## src/rtl/hbridge_pwm_ctrl.sv

```systemverilog
// Multi-channel H-bridge PWM controller; every direction reversal passes through a timed brake.
// Define HBRIDGE_RAMP_EN to slew the applied duty by RAMP_STEP per PWM period.
`timescale 1ns/1ps
module hbridge_pwm_ctrl #(
  parameter int NUM_CH    = 2,
  parameter int PWM_BITS  = 8,
  parameter int PRESCALE  = 4,
  parameter int DEADTIME  = 16,
  parameter int RAMP_STEP = 1,
  localparam int CW = (NUM_CH > 1) ? $clog2(NUM_CH) : 1
) (
  input  logic                       clk,
  input  logic                       rst,
  input  logic                       enable,
  input  logic                       cmd_valid,
  output logic                       cmd_ready,
  input  logic [CW-1:0]              cmd_ch,
  input  logic signed [PWM_BITS:0]   cmd_speed,
  output logic [NUM_CH-1:0]          pwm,
  output logic [NUM_CH-1:0]          ina,
  output logic [NUM_CH-1:0]          inb,
  output logic [NUM_CH-1:0]          busy
);

  localparam int PS_W = (PRESCALE > 1) ? $clog2(PRESCALE) : 1;
  localparam int DT_W = (DEADTIME > 1) ? $clog2(DEADTIME) : 1;
`ifdef HBRIDGE_RAMP_EN
  localparam bit RAMP_ON = 1'b1;
`else
  localparam bit RAMP_ON = 1'b0;
`endif
  // Without ramping the step spans the whole duty range, so duty jumps straight to target.
  localparam int STEP = RAMP_ON ? RAMP_STEP : (1 << PWM_BITS);
  localparam logic [PS_W-1:0]         PS_LAST   = PS_W'(PRESCALE - 1);
  localparam logic [DT_W-1:0]         DT_LAST   = DT_W'(DEADTIME - 1);
  localparam logic [DT_W-1:0]         DT_ZERO   = {DT_W{1'b0}};
  localparam logic [PWM_BITS-1:0]     DUTY_ZERO = {PWM_BITS{1'b0}};
  localparam logic signed [PWM_BITS:0] SPD_MIN  = {1'b1, {PWM_BITS{1'b0}}};
  localparam logic signed [PWM_BITS:0] SPD_ONE  = {{PWM_BITS{1'b0}}, 1'b1};
  localparam logic signed [PWM_BITS:0] SPD_ZERO = {(PWM_BITS+1){1'b0}};

  typedef enum logic [1:0] {ST_STOP = 2'd0, ST_DRIVE = 2'd1, ST_BRAKE = 2'd2} state_e;

  logic [PS_W-1:0]           presc_q, presc_d;
  logic [PWM_BITS-1:0]       cnt_q, cnt_d;
  logic                      cmd_ready_q, cmd_ready_d;
  logic signed [PWM_BITS:0]  tgt_q [NUM_CH];
  logic signed [PWM_BITS:0]  tgt_d [NUM_CH];
  state_e                    state_q [NUM_CH];
  state_e                    state_d [NUM_CH];
  logic                      dir_q [NUM_CH];
  logic                      dir_d [NUM_CH];
  logic [PWM_BITS-1:0]       duty_q [NUM_CH];
  logic [PWM_BITS-1:0]       duty_d [NUM_CH];
  logic [DT_W-1:0]           brk_q [NUM_CH];
  logic [DT_W-1:0]           brk_d [NUM_CH];
  logic [NUM_CH-1:0]         pwm_q, pwm_d, ina_q, ina_d, inb_q, inb_d, busy_q, busy_d;

  logic                      tick_s, bnd_s, accept_s;
  logic signed [PWM_BITS:0]  cmd_sat_s;
  logic                      sgn_s [NUM_CH];
  logic                      nz_s [NUM_CH];
  logic [PWM_BITS-1:0]       mag_s [NUM_CH];

  function automatic logic [PWM_BITS-1:0] ramp_to(input logic [PWM_BITS-1:0] cur,
                                                  input logic [PWM_BITS-1:0] goal);
    int c;
    int g;
    int r;
    c = int'(cur);
    g = int'(goal);
    if (g > c + STEP) r = c + STEP;
    else if (c > g + STEP) r = c - STEP;
    else r = g;
    return PWM_BITS'(r);
  endfunction

  always_comb begin
    tick_s = (presc_q == PS_LAST);
    bnd_s  = tick_s && (cnt_q == {PWM_BITS{1'b1}});
    if (tick_s) begin
      presc_d = {PS_W{1'b0}};
      cnt_d   = cnt_q + 1'b1;
    end else begin
      presc_d = presc_q + 1'b1;
      cnt_d   = cnt_q;
    end
    accept_s    = cmd_valid && cmd_ready_q;
    // The most negative code has no positive twin; clamp it one step in.
    cmd_sat_s   = (cmd_speed == SPD_MIN) ? (cmd_speed + SPD_ONE) : cmd_speed;
    cmd_ready_d = 1'b1;
  end

  always_comb begin
    for (int i = 0; i < NUM_CH; i++) begin
      sgn_s[i] = tgt_q[i][PWM_BITS];
      nz_s[i]  = (tgt_q[i] != SPD_ZERO);
      mag_s[i] = sgn_s[i] ? PWM_BITS'(-tgt_q[i]) : PWM_BITS'(tgt_q[i]);
      if (accept_s && (int'(cmd_ch) == i)) tgt_d[i] = cmd_sat_s;
      else tgt_d[i] = tgt_q[i];
    end
  end

  always_comb begin
    for (int i = 0; i < NUM_CH; i++) begin
      state_d[i] = state_q[i];
      dir_d[i]   = dir_q[i];
      duty_d[i]  = duty_q[i];
      brk_d[i]   = brk_q[i];
      if (!enable) begin
        state_d[i] = ST_BRAKE;
        brk_d[i]   = DT_ZERO;
      end else if (bnd_s) begin
        case (state_q[i])
          ST_STOP: begin
            if (nz_s[i]) begin
              state_d[i] = ST_DRIVE;
              dir_d[i]   = sgn_s[i];
              duty_d[i]  = RAMP_ON ? DUTY_ZERO : mag_s[i];
            end else begin
              state_d[i] = ST_STOP;
            end
          end
          ST_DRIVE: begin
            if (!nz_s[i] || (sgn_s[i] != dir_q[i])) begin
              if (!RAMP_ON || (duty_q[i] == DUTY_ZERO)) begin
                state_d[i] = ST_BRAKE;
                brk_d[i]   = DT_ZERO;
              end else begin
                duty_d[i] = ramp_to(duty_q[i], DUTY_ZERO);
              end
            end else begin
              duty_d[i] = ramp_to(duty_q[i], mag_s[i]);
            end
          end
          ST_BRAKE: begin
            if (brk_q[i] == DT_LAST) begin
              brk_d[i] = DT_ZERO;
              if (nz_s[i]) begin
                state_d[i] = ST_DRIVE;
                dir_d[i]   = sgn_s[i];
                duty_d[i]  = RAMP_ON ? DUTY_ZERO : mag_s[i];
              end else begin
                state_d[i] = ST_STOP;
              end
            end else begin
              brk_d[i] = brk_q[i] + 1'b1;
            end
          end
          default: begin
            state_d[i] = ST_STOP;
          end
        endcase
      end else begin
        state_d[i] = state_q[i];
      end
    end
  end

  // Outputs are derived from next-state so the registered pins line up with cnt_q.
  always_comb begin
    for (int i = 0; i < NUM_CH; i++) begin
      pwm_d[i]  = (state_d[i] == ST_DRIVE) && (cnt_d < duty_d[i]);
      ina_d[i]  = (state_d[i] == ST_DRIVE) && !dir_d[i];
      inb_d[i]  = (state_d[i] == ST_DRIVE) && dir_d[i];
      busy_d[i] = (state_d[i] != ST_STOP);
    end
  end

  always_ff @(posedge clk) begin
    if (rst) begin
      for (int i = 0; i < NUM_CH; i++) begin
        state_q[i] <= ST_STOP;
        dir_q[i]   <= 1'b0;
        duty_q[i]  <= DUTY_ZERO;
        brk_q[i]   <= DT_ZERO;
      end
    end else begin
      for (int i = 0; i < NUM_CH; i++) begin
        state_q[i] <= state_d[i];
        dir_q[i]   <= dir_d[i];
        duty_q[i]  <= duty_d[i];
        brk_q[i]   <= brk_d[i];
      end
    end
  end

  always_ff @(posedge clk) begin
    if (rst) begin
      presc_q     <= {PS_W{1'b0}};
      cnt_q       <= {PWM_BITS{1'b0}};
      cmd_ready_q <= 1'b0;
      pwm_q       <= {NUM_CH{1'b0}};
      ina_q       <= {NUM_CH{1'b0}};
      inb_q       <= {NUM_CH{1'b0}};
      busy_q      <= {NUM_CH{1'b0}};
      for (int i = 0; i < NUM_CH; i++) tgt_q[i] <= SPD_ZERO;
    end else begin
      presc_q     <= presc_d;
      cnt_q       <= cnt_d;
      cmd_ready_q <= cmd_ready_d;
      pwm_q       <= pwm_d;
      ina_q       <= ina_d;
      inb_q       <= inb_d;
      busy_q      <= busy_d;
      for (int i = 0; i < NUM_CH; i++) tgt_q[i] <= tgt_d[i];
    end
  end

  assign cmd_ready = cmd_ready_q;
  assign pwm       = pwm_q;
  assign ina       = ina_q;
  assign inb       = inb_q;
  assign busy      = busy_q;

endmodule

```

## config.mk

```make
export PLATFORM = sky130hd
export DESIGN_NAME = hbridge_pwm_ctrl
export DESIGN_NICKNAME = d
export VERILOG_FILES = /design/src/rtl/hbridge_pwm_ctrl.sv
export SDC_FILE = /design/constraint.sdc
export NUM_CORES = 1
export LEC_CHECK = 0
export BUFFER_PORTS_ARGS = -buffer_cell sky130_fd_sc_hd__buf_2
export CORE_ASPECT_RATIO = 1.25
export CORE_MARGIN = 10
export CORE_UTILIZATION = 26
export DETAILED_ROUTE_END_ITERATION = 10
export PLACE_DENSITY = 0.45
export SETUP_SLACK_MARGIN = 0.15
export SLEW_MARGIN = 40
export SYNTH_ARGS = -nofsm -noshare
export SYNTH_HDL_FRONTEND = slang
export SYNTH_SLANG_ARGS = --single-unit
```

## constraint.sdc

```tcl
create_clock -name clk -period 4.4 [get_ports clk]
set_clock_uncertainty 0.15 [all_clocks]
set_input_delay 0.22 -clock clk [delete_from_list [all_inputs] [get_ports clk]]
set_output_delay 0.22 -clock clk [all_outputs]
set_load 0.01 [all_outputs]
```

* Yosys cells after proc, flatten, opt, wreduce, memory -nomap -nowiden
Memory sizes are Yosys's and may differ from the RTL's.
Index checks and enable logic that the tools add are counted.
** Word-level totals
- Memories kept :: 5
- Register bits after elaboration :: 19
- Output and inout bits :: 9
- Input bits :: 14
- RAM bits :: 48
** Memories
- tgt_q :: words 2, bits a word 9, rd ports 2, clocked after Yosys merged registers in 0, wr ports 2, RTL line 47 : logic signed [PWM_BITS:0] tgt_q [NUM_CH];
- duty_q :: words 2, bits a word 8, rd ports 2, clocked after Yosys merged registers in 0, wr ports 2, RTL line 53 : logic [PWM_BITS-1:0] duty_q [NUM_CH];
- brk_q :: words 2, bits a word 4, rd ports 2, clocked after Yosys merged registers in 0, wr ports 2, RTL line 55 : logic [DT_W-1:0] brk_q [NUM_CH];
- state_q :: words 2, bits a word 2, rd ports 2, clocked after Yosys merged registers in 0, wr ports 2, RTL line 49 : state_e state_q [NUM_CH];
- dir_q :: words 2, bits a word 1, rd ports 2, clocked after Yosys merged registers in 0, wr ports 2, RTL line 51 : logic dir_q [NUM_CH];
** Operators by class
- Mux-type cells :: 67
- Equality and inequality tests :: 13
- $add $sub $neg :: 13
- Reductions and logical operators :: 23
- Bitwise operators :: 11
- Magnitude comparators :: 6
** Operator list (count)
- 8-bit two-way mux :: 19
- 8-bit case mux with 3 select lines :: 2
- 9-bit two-way mux :: 5
- 8-bit by 9-bit adder with 10-bit output (second input constant) :: 4
- 8-bit by 10-bit greater-than comparator with 1-bit output :: 4
- 4-bit two-way mux :: 10
- 2-bit two-way mux :: 10
- 9-bit nonzero test :: 2
- 8-bit less-than comparator :: 2
- 8-bit negation :: 2
- 4-bit case mux with 2 select lines :: 2
- 8-bit by 1-bit subtractor with 8-bit output (second input constant) :: 2
- 1-bit two-way mux :: 15
- 2-bit case mux with 3 select lines :: 2
- 1-bit logical AND :: 10
- 1-bit OR :: 10
- 9-bit by 2-bit adder with 9-bit output (second input constant) :: 1
- 9-bit == test (second input constant) :: 1
- 4-bit by 1-bit adder with 4-bit output (second input constant) :: 2
- 8-bit by 1-bit adder with 8-bit output (second input constant) :: 1
- 2-bit by 1-bit == test with 1-bit output (second input constant) :: 4
- 4-bit == test (second input constant) :: 2
- 8-bit == test (second input constant) :: 1
- 2-bit == test (second input constant) :: 3
- other kinds (9) :: 17

* Longest topological paths before layout
An unclocked memory read counts as a cell.
- Depth in word-level cells :: 13
- Mapped depth :: 14

* Worst setup path after synthesis
No wires, ideal clock.
- Path type :: reg2reg
- From :: memory tgt_q[0][0] (netlist name)
- To :: register pwm_q[0], in the netlist pwm[0]
- Path buffers :: 1
- Arrival time :: 2.849 ns
- Setup slack :: 1.322 ns
- Clock period less this slack :: 3.078 ns
- Cell stages (with the launch flop) :: 15
- Required time :: 4.171 ns
- Path through :: dfxtp_1 > inv_1 > ha_1 > nor3b_1 > nand2_1 > o22a_1 > and4_1 > clkbuf_2 > a22oi_1 > ha_1 > nor2b_1 > o21ai_0 > nand2_1 > a221o_1 > a211oi_2
** RTL lines
- from (decl) :: RTL line 47
- to (signal assigned) :: RTL line 193 : pwm_q <= {NUM_CH{1'b0}};
- to (signal assigned) :: RTL line 202 : pwm_q <= pwm_d;
- to (decl) :: RTL line 57 : logic [NUM_CH-1:0] pwm_q, pwm_d, ina_q, ina_d, inb_q, inb_d, busy_q, busy_d;

* Worst setup path after layout
- From :: register presc_q[0]
- To :: register pwm_q[0], in the netlist pwm[0]
** On the way
- Word-level cells in the longest chain between the ends :: 6
- Elaborated cells between the ends (all ways) :: 10
- Classes of those cells :: 1 x order compare; 2 x eq/ne; 5 x mux; 2 x reduce/logical
** Ends and longest elaborated chain
- from (decl) :: RTL line 44 : logic [PS_W-1:0] presc_q, presc_d;
- from (signal assigned) :: RTL line 190 : presc_q <= {PS_W{1'b0}};
- from (signal assigned) :: RTL line 199 : presc_q <= presc_d;
- 2-bit == test (*) :: RTL line 79 : tick_s = (presc_q == PS_LAST);
- 1-bit logical AND :: RTL line 80 : bnd_s = tick_s && (cnt_q == {PWM_BITS{1'b1}});
- 8-bit two-way mux / 2-bit two-way mux (equally long branches) :: RTL line 113 : end else if (bnd_s) begin
- 8-bit two-way mux / 2-bit two-way mux (equally long branches) :: RTL line 110 : if (!enable) begin
- 8-bit less-than comparator / 2-bit by 1-bit == test with 1-bit output (equally long branches) :: RTL line 163 : pwm_d[i] = (state_d[i] == ST_DRIVE) && (cnt_d < duty_d[i]);
- 1-bit logical AND (*) :: RTL line 163
Mark *: on every way between the ends. The rest lies on a longest branch, timed or not.
A chain may end at the register's enable or synchronous reset.

==> reports/metrics.cfg <==
[global_routing]
antenna_found_initial = 0
grt_util_met2 = 0.1556
track_usage = 0.09544
grt-ovfl-total = 0
grt_pass1_wl_microns = 15150
use_met3 = 0.02088
first_global_vias = 3052
use_met1 = 0.1159
grt_max_degree = 45
top_usage_layer = met2

[pwr]
p_per_area_mw_per_mm2 = 349.9
seqPwrFrac = 0.439
leakage_nw = 1.607
power_mw = 1.452
pwr-share-clk = 0.480
pwr-share-comb = 0.080
p_int_mw = 1.111
p_sw_uw = 341.2
netSwitchingFraction = 0.2349
ir_worst_vdd_v = 0.0001358

[worst_setup_path]
worstSetupPathType = register to register
worstPathCellList = ha_1, nand4_1, nor2_1, and4_1, o311ai_4, a22oi_1, ha_1, nor2b_1, o21ai_0, nand2_1, a221o_1, a211oi_2
startpoint_type = register
crit_arrival_ns = 3.68
crit_family = simple AND/OR/NAND/NOR gates
critical-path-max-stage-delay_ns = 0.49
required_ns = 4.50
critPathBufInv = 0
rr_startpoint = presc_q[0]
critPathMaxFanout = 8
startpoint = presc_q[0]
r2r_setup_slack_ns = 0.82
slowest_stage = nor2_1
cp-end-kind = register
cpMostUsedCell = ha_1

[logic_synthesis]
syn_nets = 467
async_flop_share = 0
synth_top_area_share = 0.3708
ys.flop_type = dfxtp_1
yosysWarnings = 0
ys_seq_area_frac = 0.3708
syn_inst = 431
netlist_area_sq_mm = 0.003617
synth.area.top_cells = dfxtp_1, ha_1, nor2_1
avgSynthCellArea_sq_um = 8.393
synth_top_family_by_area = simple AND/OR/NAND/NOR gates
synthAdderAreaFrac = 0.07610
synth_simple_gate_area_frac = 0.2459
synth_compound_area_frac = 0.2003
synth_edf_count = 0
ys_seq_elements = 67
synthMuxAreaShare = 0.01695
ys_types = 59
yosys.area.top_type = dfxtp_1
synth-xor-area-share = 0.05085

[sta]
setup_viol = 0
min_period_ns = 3.581
tightestPinTransition_ns = 0.6683
fin_tns_setup_ns = 0
hold_viol_final = 0
post-route-period-util = 0.8140
fmax_ghz = 0.2792
grt_setup_unrepaired = no
holdWs_ns = 0.01890
slew_violations = 0
maxSlewHeadroom = 0.5506

[flow_run]
drv_cap = 0

[clocking]
cts.repair.resized = 0
clk_pin_slew_ns = 0.05
cts_tree = done
clock_path_buffers = 2
cts_hold_buffers = 0
numCtsBuffers = 9
clock-sinks = 67
postCtsSetupBuffers = 0
cts-root-buf = clkbuf_16
htreeDepth = 3
worstSkewPairLatency_ns = 0.33

[route]
drtIter0Drc = 116
ant_nets = 0
drt_first_pass_iters = 4
vias = 3034
viasPerCell = 4.878
avgRoutedWirePerCell_microns = 14.49
drc_errors = 0
routed_wl_microns = 9011

[floorplanning]
initial_core_util = 0.2630
num_rows = 48
die_h_microns = 151.9
die_area_sq_mm = 0.01906
dieWidth_microns = 125.5
ios = 23
core_sq_mm = 0.01375

[finish]
nets = 480
fin_area_sq_mm = 0.004151
n_antenna_cell = 0
final_layout_size_suffix_gt1_frac = 0.1163
fin_util = 0.3019
area_growth_pct = 14.77

[place]
place_area_sq_mm = 0.003869
place_congestion = 0.7840
port_buffers = 22
place.detailed.hpwl_microns = 6961

[hold_path]
hp-class = input port to register
hold_start = cmd_speed[8]

[status]
status = finished, final reports clean

[routing by layer]
metal,vias to the layer above,share of wire
li1,1562,-
met1,1417,0.47
met5,-,0
met3,11,0.032
met4,0,0.021
met2,44,0.48
[layout by cell type, fill, tap and decap left out, types with 7 or more instances in the layout]
cell	n
a21oi_1	36
and2_1	9
clkbuf_16	9
dfxtp_1	67
ha_1	22
nand3_1	11
xnor2_1	16
nand2_1	51
inv_1	10
buf_2	22
a211oi_1	10
nor2b_1	7
o21ai_0	15
nor2_1	52
[flip-flops by register name, summed over array words and instances, names as in the netlist]
register / count
brk_q: 8
inb: 2
duty_q: 16
state_q: 4
pwm: 2
dir_q: 2
presc_q: 2
cnt_q: 8
tgt_q: 18
ina: 2
busy: 2
cmd_ready: 1
[path summary, 6_finish.rpt]
check,endpoint,cells past startpoint
max,pwm[0],12
min,tgt_q[0][8],3
max reg2reg,pwm[0],12
min reg2reg,presc_q[0],1
[synthesized netlist by cell type (4+ instances only)]
master / number
clkbuf_1: 17
ha_1: 22
a21oi_1: 36
a31oi_1: 6
and3_1: 5
a22oi_1: 6
buf_2: 4
nand4_1: 6
a21o_1: 4
and2_1: 9
nor3b_1: 6
nor2_1: 52
nand2_1: 51
a211oi_1: 10
dfxtp_1: 67
o31ai_1: 5
nor2b_1: 7
inv_1: 10
xor2_1: 5
o21ai_0: 15
xnor2_1: 16
nor3_1: 5
mux2i_1: 5
nand2b_1: 4
nand3_1: 11
[worst reg2reg max path, cell delays in order, from the launching register on]
cell,delay [ns]
dfxtp_1,0.33
ha_1,0.32
nand4_1,0.27
nor2_1,0.49
and4_1,0.35
o311ai_4,0.16
a22oi_1,0.29
ha_1,0.29
nor2b_1,0.13
o21ai_0,0.15
nand2_1,0.07
a221o_1,0.33
a211oi_2,0.18
[power groups by stage]
stage	Sequential, mW	Combinational [mW]	Clock (mW)
after global routing	0.640	0.133	0.737
after detailed placement	0.651	0.117	0
after floorplan	0.642	0.0909	0
after global placement	0.651	0.117	0
final	0.638	0.117	0.698
after CTS	0.638	0.118	0.714
[logic make-up (layout without fill, tap and decap cells)]
logic type	count (synthesis)	count (layout)
AOI/OAI and AO/OA	105	105
xor gates and xnor gates	21	21
adders and majority gates	22	22
buffers and inverters	34	50
DFF	67	67
muxes	6	6
and+or+nand+nor	176	176
[cell type report]
| cell class | count | area, sq um |
|---|---|---|
| fill | 1442 | 9602 |
| multi-input combinational | 330 | 2135 |
| sequential | 67 | 1341 |
| clock buffer | 11 | 242.7 |
| tap | 175 | 219.0 |
| timing repair buffer | 25 | 132.6 |
| inverter | 11 | 41.29 |
| clock inverter | 3 | 40.04 |
[through the flow]
stage / cells / setup WS (ns)
CTS: 622 / 0.7905
floorplan: 431 / 1.322
global route: 622 / 0.3396
detailed placement: 608 / 0.8359
global placement: 608 / 0.9200
finish: 622 / 0.8186
Note: power is estimated with default switching activity, not from simulation.
